## src/rtl/clock_divider_v3.sv

```systemverilog
// clock_divider_v3: multi-channel programmable clock divider.
// Each channel divides ref_clk by a runtime-programmable divisor N, producing a
// registered divided clock (clk_out), a one-cycle strobe at each clk_out rising
// edge (tick), and a status bit (active). New divisors are staged in a pending
// register and only take effect at a period boundary (wrap) or at a sync pulse,
// so clk_out never produces a runt pulse. A global sync pulse restarts every
// running channel at count 0 on the same edge.
//
// Optional feature, macro CLKDIV_DUTY_EN: adds the cfg_high input and a
// per-channel programmable high time that is staged and applied together with
// the divisor. Without the macro the high time is fixed at floor(N/2).
//
// Config port: cfg_we is a single-cycle write strobe with no back-pressure;
// every edge with cfg_we high and cfg_ch < NUM_CH is accepted.
module clock_divider_v3 #(
    parameter int NUM_CH      = 4,
    parameter int CNT_W       = 16,
    parameter int DIV_DEFAULT = 1000
) (
    input  logic              ref_clk,
    input  logic              reset,
    input  logic [NUM_CH-1:0] ch_en,
    input  logic              sync,
    input  logic              cfg_we,
    input  logic [3:0]        cfg_ch,
    input  logic [CNT_W-1:0]  cfg_div,
`ifdef CLKDIV_DUTY_EN
    input  logic [CNT_W-1:0]  cfg_high,
`endif
    output logic [NUM_CH-1:0] clk_out,
    output logic [NUM_CH-1:0] tick,
    output logic [NUM_CH-1:0] active
);

    localparam logic [CNT_W-1:0] DIV_INIT  = CNT_W'(DIV_DEFAULT);
    localparam logic [CNT_W-1:0] HIGH_INIT = CNT_W'(DIV_DEFAULT / 2);
    localparam logic [CNT_W-1:0] ONE       = CNT_W'(1);
    localparam logic [CNT_W-1:0] TWO       = CNT_W'(2);

    for (genvar g = 0; g < NUM_CH; g++) begin : g_ch
        // Per-channel state
        logic [CNT_W-1:0] count_q, count_d;
        logic [CNT_W-1:0] active_div_q, active_div_d;
        logic [CNT_W-1:0] pending_div_q, pending_div_d;
        logic             pend_valid_q, pend_valid_d;
        logic             clk_out_q, clk_out_d;
        logic             tick_q, tick_d;
        logic             active_q, active_d;
`ifdef CLKDIV_DUTY_EN
        logic [CNT_W-1:0] high_cnt_q, high_cnt_d;
        logic [CNT_W-1:0] pending_high_q, pending_high_d;
`endif

        // Intermediate decode
        logic             running;
        logic             restart;
        logic             we_hit;
        logic [CNT_W-1:0] count_next;
        logic [CNT_W-1:0] high_thresh;

        // Next-state: counter advance, staged divisor apply and output decode
        always_comb begin
            count_d        = count_q;
            active_div_d   = active_div_q;
            pending_div_d  = pending_div_q;
            pend_valid_d   = pend_valid_q;
            clk_out_d      = 1'b0;
            tick_d         = 1'b0;
            active_d       = 1'b0;
`ifdef CLKDIV_DUTY_EN
            high_cnt_d     = high_cnt_q;
            pending_high_d = pending_high_q;
`endif
            count_next     = '0;
            high_thresh    = '0;

            running = ch_en[g] && (active_div_q >= TWO);
            restart = sync || (count_q == (active_div_q - ONE));
            we_hit  = cfg_we && (cfg_ch == 4'(g));

            if (!running) begin
                // Stopped: a staged divisor is absorbed immediately, and the
                // counter parks at N-1 of the divisor in force next cycle so
                // that the first enabled edge is a wrap to count 0.
                if (pend_valid_q) begin
                    active_div_d = pending_div_q;
                    pend_valid_d = 1'b0;
`ifdef CLKDIV_DUTY_EN
                    high_cnt_d   = pending_high_q;
`endif
                end
                count_d = active_div_d - ONE;
            end else begin
                count_next = restart ? '0 : (count_q + ONE);
                // The staged divisor governs the period that begins at count 0
                if (restart && pend_valid_q) begin
                    active_div_d = pending_div_q;
                    pend_valid_d = 1'b0;
`ifdef CLKDIV_DUTY_EN
                    high_cnt_d   = pending_high_q;
`endif
                end
                count_d = count_next;
`ifdef CLKDIV_DUTY_EN
                high_thresh = high_cnt_d;
`else
                high_thresh = active_div_d >> 1;
`endif
                // A newly applied divisor of 0 or 1 stops the channel at once
                if (active_div_d >= TWO) begin
                    clk_out_d = (count_next < high_thresh);
                    tick_d    = (count_next == '0);
                    active_d  = 1'b1;
                end
            end

            // A write lands in the staging register only; it never takes
            // effect on the edge it is made, even if that edge is a wrap.
            if (we_hit) begin
                pending_div_d  = cfg_div;
                pend_valid_d   = 1'b1;
`ifdef CLKDIV_DUTY_EN
                pending_high_d = cfg_high;
`endif
            end
        end

        // State and registered outputs, asynchronously cleared by reset
        always_ff @(posedge ref_clk or negedge reset) begin
            if (!reset) begin
                count_q        <= DIV_INIT - ONE;
                active_div_q   <= DIV_INIT;
                pending_div_q  <= DIV_INIT;
                pend_valid_q   <= 1'b0;
                clk_out_q      <= 1'b0;
                tick_q         <= 1'b0;
                active_q       <= 1'b0;
`ifdef CLKDIV_DUTY_EN
                high_cnt_q     <= HIGH_INIT;
                pending_high_q <= HIGH_INIT;
`endif
            end else begin
                count_q        <= count_d;
                active_div_q   <= active_div_d;
                pending_div_q  <= pending_div_d;
                pend_valid_q   <= pend_valid_d;
                clk_out_q      <= clk_out_d;
                tick_q         <= tick_d;
                active_q       <= active_d;
`ifdef CLKDIV_DUTY_EN
                high_cnt_q     <= high_cnt_d;
                pending_high_q <= pending_high_d;
`endif
            end
        end

        assign clk_out[g] = clk_out_q;
        assign tick[g]    = tick_q;
        assign active[g]  = active_q;
    end

`ifndef CLKDIV_DUTY_EN
    // High time is derived from the divisor in this build
    logic unused_high_init;
    assign unused_high_init = ^HIGH_INIT;
`endif

endmodule

```

## config.mk

```make
export PLATFORM = sky130hd
export DESIGN_NAME = clock_divider_v3
export DESIGN_NICKNAME = d
export VERILOG_FILES = /design/src/rtl/clock_divider_v3.sv
export SDC_FILE = /design/constraint.sdc
export NUM_CORES = 1
export LEC_CHECK = 0
export BUFFER_PORTS_ARGS = -buffer_cell sky130_fd_sc_hd__buf_4
export CAP_MARGIN = 30
export CORE_UTILIZATION = 30
export DETAILED_ROUTE_END_ITERATION = 10
export PLACE_DENSITY = 0.53
export SYNTH_ARGS = -nofsm -noshare
export SYNTH_HDL_FRONTEND = slang
export SYNTH_SLANG_ARGS = --single-unit
```

## constraint.sdc

```tcl
create_clock -name ref_clk -period 6.35 [get_ports ref_clk]
set_input_delay 1.27 -clock ref_clk [delete_from_list [all_inputs] [get_ports ref_clk]]
set_output_delay 1.27 -clock ref_clk [all_outputs]
set_load 0.01 [all_outputs]
```

==> flow_metrics.env <==
export IMPL_reg2reg_to="g_ch[1].clk_out_q"
export IMPL_yosys_area_top_type="dfrtp_1"
export IMPL_num_io_pins=40
export IMPL_min_period_ns=5.57
export IMPL_fmax_mhz=180
export IMPL_hp_start="g_ch[3].pending_div_q[0]"
export IMPL_hold_viol=0
export IMPL_yosysUniqueCellTypes=72
export IMPL_port_buffers=39
export IMPL_avgSynthCellArea_um2=9.30
export IMPL_cts_htree_levels=1
export IMPL_synth_edff_count=0
export IMPL_antenna_found_initial=1
export IMPL_layout_nets=1781
export IMPL_worstPathMaxFanout=26
export IMPL_firstDrtPassIters=5
export IMPL_p_leak_nw=7.29
export IMPL_synthTopCellsByArea="dfrtp_1 (20%), dfstp_2 (13%), mux2_2 (9.8%)"
export IMPL_max_vdd_ir_drop_mv=0.189
export IMPL_finalMaxSlewViolations=0
export IMPL_track_usage=0.168
export IMPL_finalPower_w=0.00806
export IMPL_cts_buffer_depth=3
export IMPL_die_w_um=233
export IMPL_cp_slowest_cell="and2_1"
export IMPL_hp_class="flop to flop"
export IMPL_worstSetupStartpointType="flop"
export IMPL_worstPathCellList="inv_1, ha_1, or4b_1, nor3_1, xnor2_1, or4_1, nor4_2, a31o_2, buf_4, and2_1, mux2i_1, ha_1, and4_1, o21ai_0, a2111oi_0, o2111ai_1, nor2_1, nor4_1"
export IMPL_die_h_um=233
export IMPL_run_status="complete, no violations"
export IMPL_grt_pass1_vias=12651
export IMPL_cts_tree="built"
export IMPL_numCtsBuffers=25
export IMPL_grt_first_pass_wirelength_um=72600
export IMPL_drive_above_1_share=0.214
export IMPL_post_cts_buffers=0
export IMPL_ys_flop_type="dfrtp_1"
export IMPL_reg2reg_slack_ns=0.78
export IMPL_grt_overflow=0
export IMPL_yosysWarnings=0
export IMPL_r2r_cells=18
export IMPL_grt_max_degree=136
export IMPL_arrival_ns=5.98
export IMPL_globalplace_congestion=0.866
export IMPL_hpwl_um=33300
export IMPL_area_growth_pct=10.5
export IMPL_cts_resized_gates=0
export IMPL_initial_utilization=0.304
export IMPL_wl_um=45000
export IMPL_hold_ws_ns=0.542
export IMPL_core_um2=52700
export IMPL_drt_iter0_drc=933
export IMPL_hold_buffers=0
export IMPL_async_reset_ff_frac=1.00
export IMPL_fin_crit_sh=0.877
export IMPL_cts_sinks=208
export IMPL_die_area_um2=54300
export IMPL_detail_route_wl_per_cell_um=18.8
export IMPL_setup_viol=0
export IMPL_power_density_nw_per_um2=456
export IMPL_rsz0062_at_grt="false"
export IMPL_drc=0
export IMPL_cts_root_buffer="clkbuf_16"
export IMPL_reg2reg_from="g_ch[1].active_div_q[0]"
export IMPL_via_count=12648
export IMPL_netlist_area_leader_share=0.200
export IMPL_clk_latency_ns=0.55
export IMPL_fin_skew_ns=0.0196
export IMPL_ys_ff_latch=208
export IMPL_cp_slowest_stage_delay_ns=0.74
export IMPL_drv_cap=0
export IMPL_worstMarginPinSlew_ns=0.985
export IMPL_relSlewSlack=0.343
export IMPL_synthesis_nets=1822
export IMPL_crit_type="flop to flop"
export IMPL_synthCells=1722
export IMPL_yosysMostFrequentCell="nor2_1"
export IMPL_clkTransAtPathRegs_ns=0.06
export IMPL_hold_depth=1
export IMPL_syn_cell_area_um2=16000
export IMPL_fin_setup_tns_ns=0
export IMPL_vias_per_cell=5.30
export IMPL_rows=84
export IMPL_end_kind="flop"
export IMPL_synth_common_cells="nor2_1 (175), mux2_2 (139), dfrtp_1 (128)"
export IMPL_antenna_left=0
export IMPL_crit_required_ns=6.76
export IMPL_crit_path_frequent_cell="ha_1"
export IMPL_hold_end="g_ch[3].pending_div_q[0]"
export IMPL_yosysSeqAreaShare=0.331
## critical path, delay by kind of cell (launching register included)
| family | cells | cell delay (ns) |
|---|---|---|
| fa+ha+maj | 2 | 0.58 |
| simple gates | 8 | 2.70 |
| xor+xnor | 1 | 0.10 |
| flops | 1 | 0.46 |
| buf+inv | 2 | 0.38 |
| mux | 1 | 0.17 |
| compound gates | 4 | 1.05 |
## through the flow
step / std cells / setup slack [ns] / cell area (µm²) / util
after CTS: 2386 / 0.787 / 17700 / 0.336
after global routing: 2387 / 0.282 / 17700 / 0.336
after global placement: 2341 / 1.06 / 16800 / 0.319
after detailed placement: 2341 / 0.798 / 16800 / 0.319
final: 2388 / 0.780 / 17700 / 0.336
after floorplan: 1722 / 1.69 / 16000 / -
## where the power goes
group	internal [W]	leakage, nW	switching [W]
Combinational	0.00177	4.42	0.00197
Sequential	0.00190	2.46	0.000913
Clock	0.000874	0.409	0.000624
## worst max-delay path by stage
stage,endpoint,slack [ns],cells after the start,from
after floorplan,g_ch[0].clk_out_q,1.69,20,g_ch[0].count_q[8]
after global placement,g_ch[1].clk_out_q,1.06,19,g_ch[1].active_div_q[0]
after detailed placement,g_ch[1].clk_out_q,0.80,18,g_ch[1].active_div_q[0]
after CTS,g_ch[1].clk_out_q,0.79,18,g_ch[1].active_div_q[0]
after global routing,g_ch[1].clk_out_q,0.28,18,g_ch[1].active_div_q[1]
final,g_ch[1].clk_out_q,0.78,18,g_ch[1].active_div_q[0]
## placed cells by master (no fill, tap or decap), types with 6 or more instances in the layout
cell type	instances
and4_1	10
nor3_1	57
a21oi_1	67
clkbuf_16	26
o31ai_1	30
nand2_1	78
a211oi_1	10
nand2b_1	15
ha_1	72
nand3_1	60
and3_1	21
xor2_1	98
inv_1	30
o21ai_2	6
or4_1	7
dfrtp_1	128
dfstp_2	80
nand4_1	23
and2_1	8
nor3b_1	13
or3_1	13
mux2_2	139
o21ai_0	46
a21o_1	16
nor2b_1	12
o211ai_1	12
xnor2_1	101
nor2_1	175
buf_4	55
a31oi_1	13
or2_2	14
mux2i_1	121
nor4_1	32
## metal layers
layer / global-route usage / wire, µm / vias up
li1: - / - / 6138
met1: 0.230 / 21300 / 6245
met2: 0.281 / 21200 / 214
met3: 0.0208 / 1780 / 51
met4: 0.0370 / 721 / 0
met5: 0 / 0 / -
## sequential cells by signal, indices dropped and copies added, names as in the netlist
name                count
g_ch.count_q           64
g_ch.active_q           4
g_ch.pend_valid_q       4
g_ch.clk_out_q          4
g_ch.pending_div_q     64
g_ch.active_div_q      64
g_ch.tick_q             4
## cell families after synthesis
logic type	share of synthesized area
simple gates	0.182
mux	0.173
compound gates	0.108
flops	0.331
xor+xnor	0.109
buf+inv	0.0407
fa+ha+maj	0.0562
## area by class of cell
type	instances	area, µm²
Clock inverter	16	173
Timing Repair Buffer	58	459
Antenna cell	1	2.50
Multi-Input combinational cell	1358	10100
Fill cell	5332	35000
Sequential cell	208	5310
Inverter	30	113
Tap cell	688	861
Clock buffer	29	692
Note: power is estimated with default switching activity, not from simulation.
